`src/rtl/dmem_bridge_8b.sv`:
```
// 16-bit core data port to 8-bit external byte bus bridge; each 16-bit access is split into up to two byte beats.
// Define DMEM_BRIDGE_TIMEOUT_EN to add a per-beat wait counter that aborts a stalled beat and flags bus_err.
module dmem_bridge_8b (
    input  logic        clk,
    input  logic        a_rst,
    input  logic [15:0] core_addr,
    input  logic [15:0] core_data_out,
    input  logic        core_be0,
    input  logic        core_be1,
    input  logic        core_cmd,
    input  logic        core_assert,
    output logic        core_rdy,
    output logic [15:0] core_data_in,
    output logic [15:0] ext_addr,
    output logic [7:0]  ext_wdata,
    output logic        ext_we,
    output logic        ext_req,
    input  logic [7:0]  ext_rdata,
    input  logic        ext_ack,
    output logic        bus_err
);

    localparam logic [1:0] IDLE = 2'd0;
    localparam logic [1:0] LO   = 2'd1;
    localparam logic [1:0] HI   = 2'd2;
    localparam logic [1:0] DONE = 2'd3;

    logic [1:0]  state;
    logic [14:0] addr_q;
    logic [15:0] data_q;
    logic        be0_q;
    logic        be1_q;
    logic        cmd_q;
    logic [15:0] rd_q;
    logic [15:0] hold_q;
    logic        beat_timeout;

    // Byte lane is selected by the beat state, so the core's address LSB is not needed.
    logic unused_addr_lsb;
    assign unused_addr_lsb = core_addr[0];

`ifdef DMEM_BRIDGE_TIMEOUT_EN
    logic [7:0] wait_cnt;
    logic       err_q;

    // Abort on the cycle the wait count would reach 255, i.e. after 255 unacknowledged cycles.
    assign beat_timeout = ext_req && !ext_ack && (wait_cnt == 8'd254);

    always_ff @(posedge clk or negedge a_rst) begin
        if (!a_rst) begin
            wait_cnt <= '0;
            err_q    <= 1'b0;
        end else begin
            if (!ext_req || ext_ack) begin
                wait_cnt <= '0;
            end else begin
                wait_cnt <= wait_cnt + 8'd1;
            end
            if (state == IDLE && core_assert) begin
                err_q <= 1'b0;
            end else if (beat_timeout) begin
                err_q <= 1'b1;
            end
        end
    end

    assign bus_err = err_q && (state == DONE);
`else
    assign beat_timeout = 1'b0;
    assign bus_err      = 1'b0;
`endif

    always_ff @(posedge clk or negedge a_rst) begin
        if (!a_rst) begin
            state  <= IDLE;
            addr_q <= '0;
            data_q <= '0;
            be0_q  <= 1'b0;
            be1_q  <= 1'b0;
            cmd_q  <= 1'b0;
            rd_q   <= '0;
            hold_q <= '0;
        end else begin
            case (state)
                IDLE: begin
                    if (core_assert) begin
                        addr_q <= core_addr[15:1];
                        data_q <= core_data_out;
                        be0_q  <= core_be0;
                        be1_q  <= core_be1;
                        cmd_q  <= core_cmd;
                        rd_q   <= '0;
                        if (core_be0) begin
                            state <= LO;
                        end else if (core_be1) begin
                            state <= HI;
                        end else begin
                            state <= DONE;
                        end
                    end
                end
                LO: begin
                    if (ext_ack) begin
                        if (!cmd_q) begin
                            rd_q[7:0] <= ext_rdata;
                        end
                        state <= be1_q ? HI : DONE;
                    end else if (beat_timeout) begin
                        state <= DONE;
                    end
                end
                HI: begin
                    if (ext_ack) begin
                        if (!cmd_q) begin
                            rd_q[15:8] <= ext_rdata;
                        end
                        state <= DONE;
                    end else if (beat_timeout) begin
                        state <= DONE;
                    end
                end
                default: begin
                    hold_q <= rd_q;
                    state  <= IDLE;
                end
            endcase
        end
    end

    always_comb begin
        ext_req   = 1'b0;
        ext_addr  = '0;
        ext_wdata = '0;
        ext_we    = 1'b0;
        case (state)
            LO: begin
                ext_req   = 1'b1;
                ext_addr  = {addr_q, 1'b0};
                ext_wdata = data_q[7:0];
                ext_we    = cmd_q;
            end
            HI: begin
                ext_req   = 1'b1;
                ext_addr  = {addr_q, 1'b1};
                ext_wdata = data_q[15:8];
                ext_we    = cmd_q;
            end
            default: ;
        endcase
    end

    assign core_rdy     = (state == DONE);
    assign core_data_in = (state == DONE) ? rd_q : hold_q;

endmodule

```
`config.mk`:
```
export PLATFORM = sky130hd
export DESIGN_NAME = dmem_bridge_8b
export DESIGN_NICKNAME = d
export VERILOG_FILES = /design/src/rtl/dmem_bridge_8b.sv
export SDC_FILE = /design/constraint.sdc
export NUM_CORES = 1
export LEC_CHECK = 0
export BUFFER_PORTS_ARGS = -buffer_cell sky130_fd_sc_hd__buf_4
export CORE_UTILIZATION = 25
export DETAILED_ROUTE_END_ITERATION = 10
export SYNTH_ARGS = -nofsm -noshare
export SYNTH_HDL_FRONTEND = slang
export SYNTH_SLANG_ARGS = --single-unit
```
`constraint.sdc`:
```
create_clock -name clk -period 2.6 [get_ports clk]
set_input_delay 0.52 -clock clk [delete_from_list [all_inputs] [get_ports clk]]
set_output_delay 0.52 -clock clk [all_outputs]
set_load 0.03 [all_outputs]
```
After elaboration in Yosys (flattened, before gate mapping):

Index checks and enable logic that the tools add are counted.

* register bits: 67
* output and inout bits: 44
* logic and storage cells: 42

* eq/ne operators: 8
* multiplexer cells: 17
* reductions and logical operators: 9

Operators by type and width (number)
* case mux 8 bit (2 select lines): 3
* two-way mux 16 bit: 2
* case mux 16 bit (2 select lines): 1
* two-way mux 8 bit: 2
* != test 2 bit (second input constant): 5
* two-way mux 2 bit: 4
* AND reduction 4 bit: 2
* case mux 2 bit (3 select lines): 1
* equality test 2 bit (second input constant): 2
* two-way mux 1 bit: 4
* nonzero test 2 bit: 2
* AND reduction 3 bit: 1
* OR reduction 3 bit: 1
* equality test 2 x 1 -> 1 bit (second input constant): 1
* logical NOT 2 bit: 1
* AND reduction 2 bit: 1
* OR reduction 2 bit: 1

Depth between registers and ports, before layout:

Gate-level depths: netlist (run 1).

* depth in word-level cells: 4
* mapped depth: 6
* gate-level depth less buffers: 5

Worst setup path after synthesis (run 1):

OpenSTA, ideal clock, no wires.

* path type: register to output
* from: register state[0]
* to: output port ext_addr[11]
* arrival time: 1919 ps
* path slack: 161 ps
* stages on the path, launching flop included: 7
* buffers on the path: 2
* cells stage by stage: dfrtp_1 inv_1 ha_1 clkbuf_1 o21a_1 clkbuf_1 and2_1

* longest elaborated chain between the ends: 2

RTL lines
* start: declaration: line 28 `logic [1:0] state;`
* start signal: assignment: line 107 `state <= be1_q ? HI : DONE;`
* equality test 2 bit / equality test 2 x 1 -> 1 bit (equally long branches): line 135 `case (state)`
* case mux 16 bit (2 select lines) (*): line 135
* end: declaration: line 14 `output logic [15:0] ext_addr,`

Every way passes the cells marked *; elsewhere a longest branch is shown, timed or not.

Worst setup path in the final report (run 1):

* from: register state[0]
* to: output port ext_addr[14]

The elaborated chain is that of the path after synthesis.

==> results of run 1 <==
==> synthesized netlist by cell type (all sizes together) <==
library cell / instances / share of area
a21oi: 1 / 0.0016
buf: 7 / 0.0097
conb: 1 / 0.0012
ha: 7 / 0.027
inv: 20 / 0.023
o21a: 1 / 0.0023
and2: 17 / 0.033
a221oi: 1 / 0.0027
o21ai: 2 / 0.0031
a22oi: 8 / 0.019
mux2: 65 / 0.23
o21ba: 1 / 0.0031
dfrtp: 67 / 0.52
o31ai: 2 / 0.0047
or2: 1 / 0.0019
nand2: 17 / 0.020
nor4: 1 / 0.0066
nor2: 2 / 0.0023
nand2b: 1 / 0.0019
a2111oi: 1 / 0.0085
clkbuf: 7 / 0.0082
and2b: 1 / 0.0031
mux2i: 16 / 0.050
nor2b: 10 / 0.019
==> power by group through the flow <==
stage / Sequential [mW] / Combinational [mW] / Clock (mW)
global placement: 1.70 / 3.05 / 0
CTS: 1.71 / 3.10 / 1.17
finish: 1.71 / 3.05 / 1.12
floorplan: 1.65 / 2.15 / 0
detailed placement: 1.72 / 3.09 / 0
global route: 1.77 / 3.29 / 1.20
==> flip-flops by register name, summed over array words and instances (netlist names) <==
| name | count |
|---|---|
| addr_q | 15 |
| data_q | 16 |
| hold_q | 16 |
| cmd_q | 1 |
| be1_q | 1 |
| state | 2 |
| rd_q | 16 |
==> metal layers <==
metal / vias up / track usage / part of all wire
li1: 1051 / - / -
met1: 1110 / 0.134 / 0.44
met2: 68 / 0.191 / 0.48
met3: 9 / 0.0445 / 0.062
met4: 0 / 0.0442 / 0.014
met5: - / 0 / 0
==> metrics by stage <==
step           total power, mW  hold WS, ns  utilization
6_report                  5.88        0.303        0.350
4_1_cts                   5.98        0.345        0.350
3_5_place_dp              4.81        0.485        0.328
3_3_place_gp              4.74        0.482        0.328
5_1_grt                   6.26        0.376        0.350
2_1_floorplan             3.80        0.224            -
==> layout make-up <==
| cell class | instances | area (µm²) | share of cell area |
|---|---|---|---|
| Sequential cell | 67 | 1680 | 0.382 |
| Multi-Input combinational cell | 156 | 1410 | 0.321 |
| Timing Repair Buffer | 97 | 741 | 0.169 |
| Clock buffer | 14 | 264 | 0.0601 |
| Tap cell | 172 | 215 | 0.0490 |
| Inverter | 20 | 75.1 | 0.0171 |
| Clock inverter | 2 | 10.0 | 0.00228 |
==> repair_timing <==
action / 4_1_cts / 5_1_grt
resized for setup: 0 / 1
setup endpoints to repair: 0 / 15
hold endpoints to repair: 0 / 0
hold buffers: 0 / 0
setup buffers: 0 / 0
==> kinds of logic after synthesis <==
| family | Yosys count |
|---|---|
| compound gates | 17 |
| other cells | 1 |
| mux | 81 |
| simple gates | 50 |
| buf+inv | 34 |
| fa+ha+maj | 7 |
| flops | 67 |
==> cells in the final DEF (no fill, tap or decap), types with 2 or more instances in the layout <==
cell	count
ha_1	7
mux2i_1	16
dfrtp_1	67
and2_1	17
a22oi_1	8
clkbuf_16	9
nand2_1	17
clkbuf_1	3
o21ai_0	2
clkinv_2	2
inv_1	20
mux2_2	65
nor2b_1	10
clkbuf_8	2
nor2_1	2
buf_4	96
o31ai_1	2
==> how the worst min path moves through the flow <==
| stage | start | to | slack, ns | cells after the start |
|---|---|---|---|---|
| detailed placement | addr_q[8]$_DFFE_PN0P_ | addr_q[8]$_DFFE_PN0P_ | 0.48 | 1 |
| global route | a_rst | rd_q[6]$_DFFE_PN0P_ | 0.38 | 1 |
| global placement | addr_q[13]$_DFFE_PN0P_ | addr_q[13]$_DFFE_PN0P_ | 0.48 | 1 |
| finish | a_rst | hold_q[6]$_DFFE_PN0N_ | 0.30 | 1 |
| CTS | a_rst | hold_q[6]$_DFFE_PN0N_ | 0.34 | 1 |
| floorplan | a_rst | addr_q[0]$_DFFE_PN0P_ | 0.22 | 0 |
==> results.ini, run 1 <==
[timing]
slew_viol_final=0
fin_tns_setup_ns=0
worstMarginPinSlew_ns=0.865
period_needed_ns=2.33
worst_slack_ns=0.266
finalHoldViolations=0
grt_setup_unrepaired=no
max_slew_margin=0.423
final.period_utilization=0.898
clock.fmax_ghz=0.428
clock_skew_ns=0.00284
setup_viol=0

[routing]
dr.pass1.iters=4
via_per_inst=4.24
routed-via-count=2238
drt_iter0_markers=89
wl_per_cell_um=13.7
routed_wl_um=7210
drc=0
postRouteAntennaNets=0

[floorplanning]
start_util=0.256
die-height_um=116
die_area_um2=13300
row_count=41
io_pins=91
core-area_um2=12600
die_x_um=116

[global_routing]
grt_pass1_wl_um=11500
grt_max_degree=68
grt_usage=0.115
first_global_vias=2346
antenna_found_initial=0
grt_overflow=0

[placed_design]
dpl-instance-area_um2=4120
gp_congestion=0.756
port_buffers=88
dp_cells=512
dp_slack_ns=0.447
dpl.hpwl_um=4990

[setup_path]
r2r-start=state[1]$_DFFE_PN0P_
r2r-end=rd_q[6]$_DFFE_PN0P_
r2r_cells=7
cp-endpoint=ext_addr[14]
critical_path_depth=5
worstSetupPathType=register to primary output
end_kind=primary output
crit_buf_inv=2
cp.arrival_ns=1.81
reg2reg_setup_slack_ns=0.64
critPathLaunch=state[0]$_DFFE_PN0P_
crit_path_max_fanout=15
crit_path_top_delay_cell=dfrtp_1
crit_family=flip-flops
path_cells=inv_1 > ha_1 > o21a_2 > and2_1 > buf_4
critical_path_required_ns=2.08
critPathLaunchType=register
critPathMaxStageDelay_ns=0.45

[clocking]
ctsLongestPathBuffers=2
htree_levels=3
path_clk_slew_ns=0.05
insertion_delay_ns=0.33
clock-root-buffer=clkbuf_16
cts_tree=done
cts_made_buffers=9
clock-sinks=67

[synthesis]
ys_seq_area_frac=0.521
synthMuxAreaShare=0.277
synth_xor_area_frac=0
syn_area_per_cell_um2=12.5
synth_top_family_by_area=multiplexers
netlist_instances=257
synth_compound_area_frac=0.0447
yosys_register_bits=67
synth.distinct_cells=26
syn_nets=311
synth-simple-area-share=0.0882
ys_warn_count=0
synth_adder_area_share=0.0272
syn_area_um2=3220

[power_and_ir_drop]
pwr-share-clk=0.191
power.internal_mw=3.58
p_seq_frac=0.290
p_switching_mw=2.30
swShare=0.391
p_leak_nw=2.09
p_per_area_nw_per_um2=1340
peakVddDrop_mv=0.755
combinationalPowerShare=0.518

[final_layout]
stdcell_count=528
antenna_cells=0
syn_to_final_growth_pct=36.4
layout.nets=405
drive_above_1_share=0.508
num-fill-cells=1256
fin_area_um2=4390

[min_path]
hp-class=input pin to async pin

[status]
outcome=finished, final reports clean

[run]
maxCapViolCount=0

No activity file was read; power rests on OpenSTA's default activity.
==> inputs of run 2 (changes only) <==
--- a/config.mk
+++ b/config.mk
@@ -6,8 +6,9 @@
 export NUM_CORES = 1
 export LEC_CHECK = 0
 export BUFFER_PORTS_ARGS = -buffer_cell sky130_fd_sc_hd__buf_4
-export CORE_UTILIZATION = 25
+export CORE_UTILIZATION = 52
 export DETAILED_ROUTE_END_ITERATION = 10
+export PLACE_DENSITY = 0.8
 export SYNTH_ARGS = -nofsm -noshare
 export SYNTH_HDL_FRONTEND = slang
 export SYNTH_SLANG_ARGS = --single-unit
==> constraint.sdc (replaced) <==
create_clock -name clk -period 2.57 [get_ports clk]
set_input_delay 0.514 -clock clk [delete_from_list [all_inputs] [get_ports clk]]
set_output_delay 0.514 -clock clk [all_outputs]
set_load 0.03 [all_outputs]
==> run 2 against run 1 <==
  * Flip-flop and latch count did not move
  * Critical path type unchanged
  * Highest routed layer unchanged
  * Register-to-register slack got worse by 0.05 ns
  * Die area fell by 51%
  * Count of clock-buffer cells in the layout fell by 1
  * Critical path depth did not move
  * Final area fell by 5.8%
  * Clock power fell by 36%
  * First-iteration DRC count fell by 20%
  * Cell count fell by 18%
  * Clock skew rose by 0.0079 ns
  * Critical endpoint is now ext_addr[3]
  * Largest cell class unchanged
==> results.ini, run 2 (synthesis results as in run 1) <==
[setup_path]
worstSetupPathType=register to primary output  ; unchanged
crit_path_top_delay_cell=dfrtp_1  ; unchanged
crit_buf_inv=2  ; unchanged
cp.arrival_ns=1.83  ; was 1.81 ns
critPathLaunchType=register  ; unchanged
path_cells=inv_1 > ha_1 > o21a_2 > and2_1 > buf_4  ; unchanged
crit_family=flip-flops  ; unchanged
reg2reg_setup_slack_ns=0.59  ; was 0.64 ns
critPathMaxStageDelay_ns=0.46  ; was 0.45 ns
end_kind=primary output  ; unchanged
crit_path_max_fanout=15  ; unchanged
critical_path_required_ns=2.06  ; was 2.08 ns

[global_routing]
antenna_found_initial=0  ; unchanged
met1_usage=0.285  ; was 0.134
first_global_vias=2220  ; was 2346
grt_overflow=0  ; unchanged
use_met2=0.321  ; was 0.191
grt_pass1_wl_um=10200  ; was 11500 µm
grt_max_degree=68  ; unchanged
grt_use_met3=0.0466  ; was 0.0445
grt_usage=0.211  ; was 0.115
busiest_layer=met2  ; unchanged

[final_layout]
largestRegisters=data_q (16), hold_q (16), rd_q (16)  ; unchanged
fin_area_um2=4140  ; was 4390 µm²
mostFrequentLayoutCell=buf_4  ; unchanged
syn_to_final_growth_pct=28.6  ; was 36.4%
final_cell_mix=97 x buf_4, 67 x dfrtp_1, 65 x mux2_2  ; was 96 x buf_4, 67 x dfrtp_1, 65 x mux2_2
stdcell_count=431  ; was 528
layout.nets=405  ; unchanged
antenna_cells=0  ; unchanged
num-fill-cells=463  ; was 1256
drive_above_1_share=0.506  ; was 0.508

[timing]
finalHoldViolations=0  ; unchanged
clock.fmax_ghz=0.426
clock_skew_ns=0.0107  ; was 0.00284 ns
worstMarginPinSlew_ns=0.828  ; was 0.865 ns
period_needed_ns=2.35
slew_viol_final=0  ; unchanged
final.period_utilization=0.914
hold_ws_ns=0.275  ; was 0.303 ns
setup_viol=0  ; unchanged
max_slew_margin=0.448  ; was 0.423
grt_setup_unrepaired=no  ; unchanged
fin_tns_setup_ns=0  ; unchanged

[floorplanning]
core-area_um2=5960  ; was 12600 µm²
die-height_um=80.7  ; was 116 µm
io_pins=91  ; unchanged
row_count=28  ; was 41
start_util=0.541  ; was 0.256
die_area_um2=6510  ; was 13300 µm²
die_x_um=80.7  ; was 116 µm

[power_and_ir_drop]
p_leak_nw=2.03  ; was 2.09 nW
p_per_area_nw_per_um2=1330  ; was 1340 nW/µm²
peakVddDrop_mv=0.855  ; was 0.755 mV

[placed_design]
dp_cells=415  ; was 512
port_buffers=88  ; unchanged
dpl.hpwl_um=4390  ; was 4990 µm
dpl-instance-area_um2=3990  ; was 4120 µm²
gp_congestion=0.736  ; was 0.756

[clocking]
postCtsSetupBuffers=0  ; unchanged
path_clk_slew_ns=0.07  ; was 0.05 ns
clock-root-buffer=clkbuf_8  ; was clkbuf_16
insertion_delay_ns=0.34  ; was 0.33 ns
htree_levels=3  ; unchanged
clock-sinks=67  ; unchanged
ctsLongestPathBuffers=2  ; unchanged
cts_made_buffers=9  ; unchanged
cts_tree=done  ; unchanged

[routing]
via_per_inst=5.01  ; was 4.24
drt_iter0_markers=71  ; was 89
routed_wl_um=6200  ; was 7210 µm
wl_per_cell_um=14.4  ; was 13.7 µm
postRouteAntennaNets=0  ; unchanged
dr.pass1.iters=4  ; unchanged
routed-via-count=2161  ; was 2238
drc=0  ; unchanged

[min_path]
hp-class=input pin to async pin  ; unchanged

[run]
maxCapViolCount=0  ; unchanged

[status]
outcome=finished, final reports clean  ; unchanged

==> run 2: worst register-to-register path, stage by stage, from the launching register on <==
cell and delay [ns]:
dfrtp_1 0.44, inv_1 0.12, ha_1 0.21, buf_4 0.20, nor2b_1 0.18, a2111oi_4 0.27
buf_4 0.25, mux2i_1 0.22
==> run 2: final cells by class <==
cell class                 instances  area (µm²)  area share
inverter                          20        75.1      0.0181
clock inverter                     3        15.0     0.00363
tap                               75        93.8      0.0227
sequential                        67        1680       0.405
multi-input combinational        156        1410       0.341
timing repair buffer              97         728       0.176
clock buffer                      13         139      0.0335
==> run 2: per-layer routing <==
metal	part of all wire	vias up	wire length [µm]
met5	0	-	0
met3	0.048	8	299
li1	-	1047	-
met4	0.016	0	99
met2	0.48	53	2950
met1	0.46	1053	2840
==> run 2: metrics by stage <==
stage | power (mW) | setup WS [ns] | util
2_1_floorplan | 3.84 | 0.137 | -
3_3_place_gp | 4.71 | 0.528 | 0.669
3_5_place_dp | 4.81 | 0.457 | 0.669
4_1_cts | 5.54 | 0.0786 | 0.695
5_1_grt | 5.84 | 0.112 | 0.695
6_report | 5.49 | 0.221 | 0.695
==> run 2: path summary, 6_finish.rpt <==
path / from / to / cells after the start
max in group asynchronous: a_rst / addr_q[13]$_DFFE_PN0P_ / 1
setup reg to reg: state[1]$_DFFE_PN0P_ / rd_q[3]$_DFFE_PN0P_ / 7
hold / removal: a_rst / rd_q[15]$_DFFE_PN0P_ / 1
hold reg to reg: addr_q[8]$_DFFE_PN0P_ / addr_q[8]$_DFFE_PN0P_ / 1
setup / recovery: state[0]$_DFFE_PN0P_ / ext_addr[3] / 5
min in group clk: core_addr[11] / addr_q[10]$_DFFE_PN0P_ / 2
==> run 2: power by group <==
group | internal [mW] | switching (mW) | leakage [nW] | total, mW
Combinational | 1.41 | 1.64 | 1.10 | 3.05
Clock | 0.347 | 0.373 | 0.0812 | 0.720
Sequential | 1.49 | 0.232 | 0.845 | 1.72
Total | 3.25 | 2.24 | 2.03 | 5.49
==> run 2: timing repair <==
item	in CTS	in global routing
hold buffers	0	0
endpoints found under the setup margin	0	15
gates resized for setup	0	1
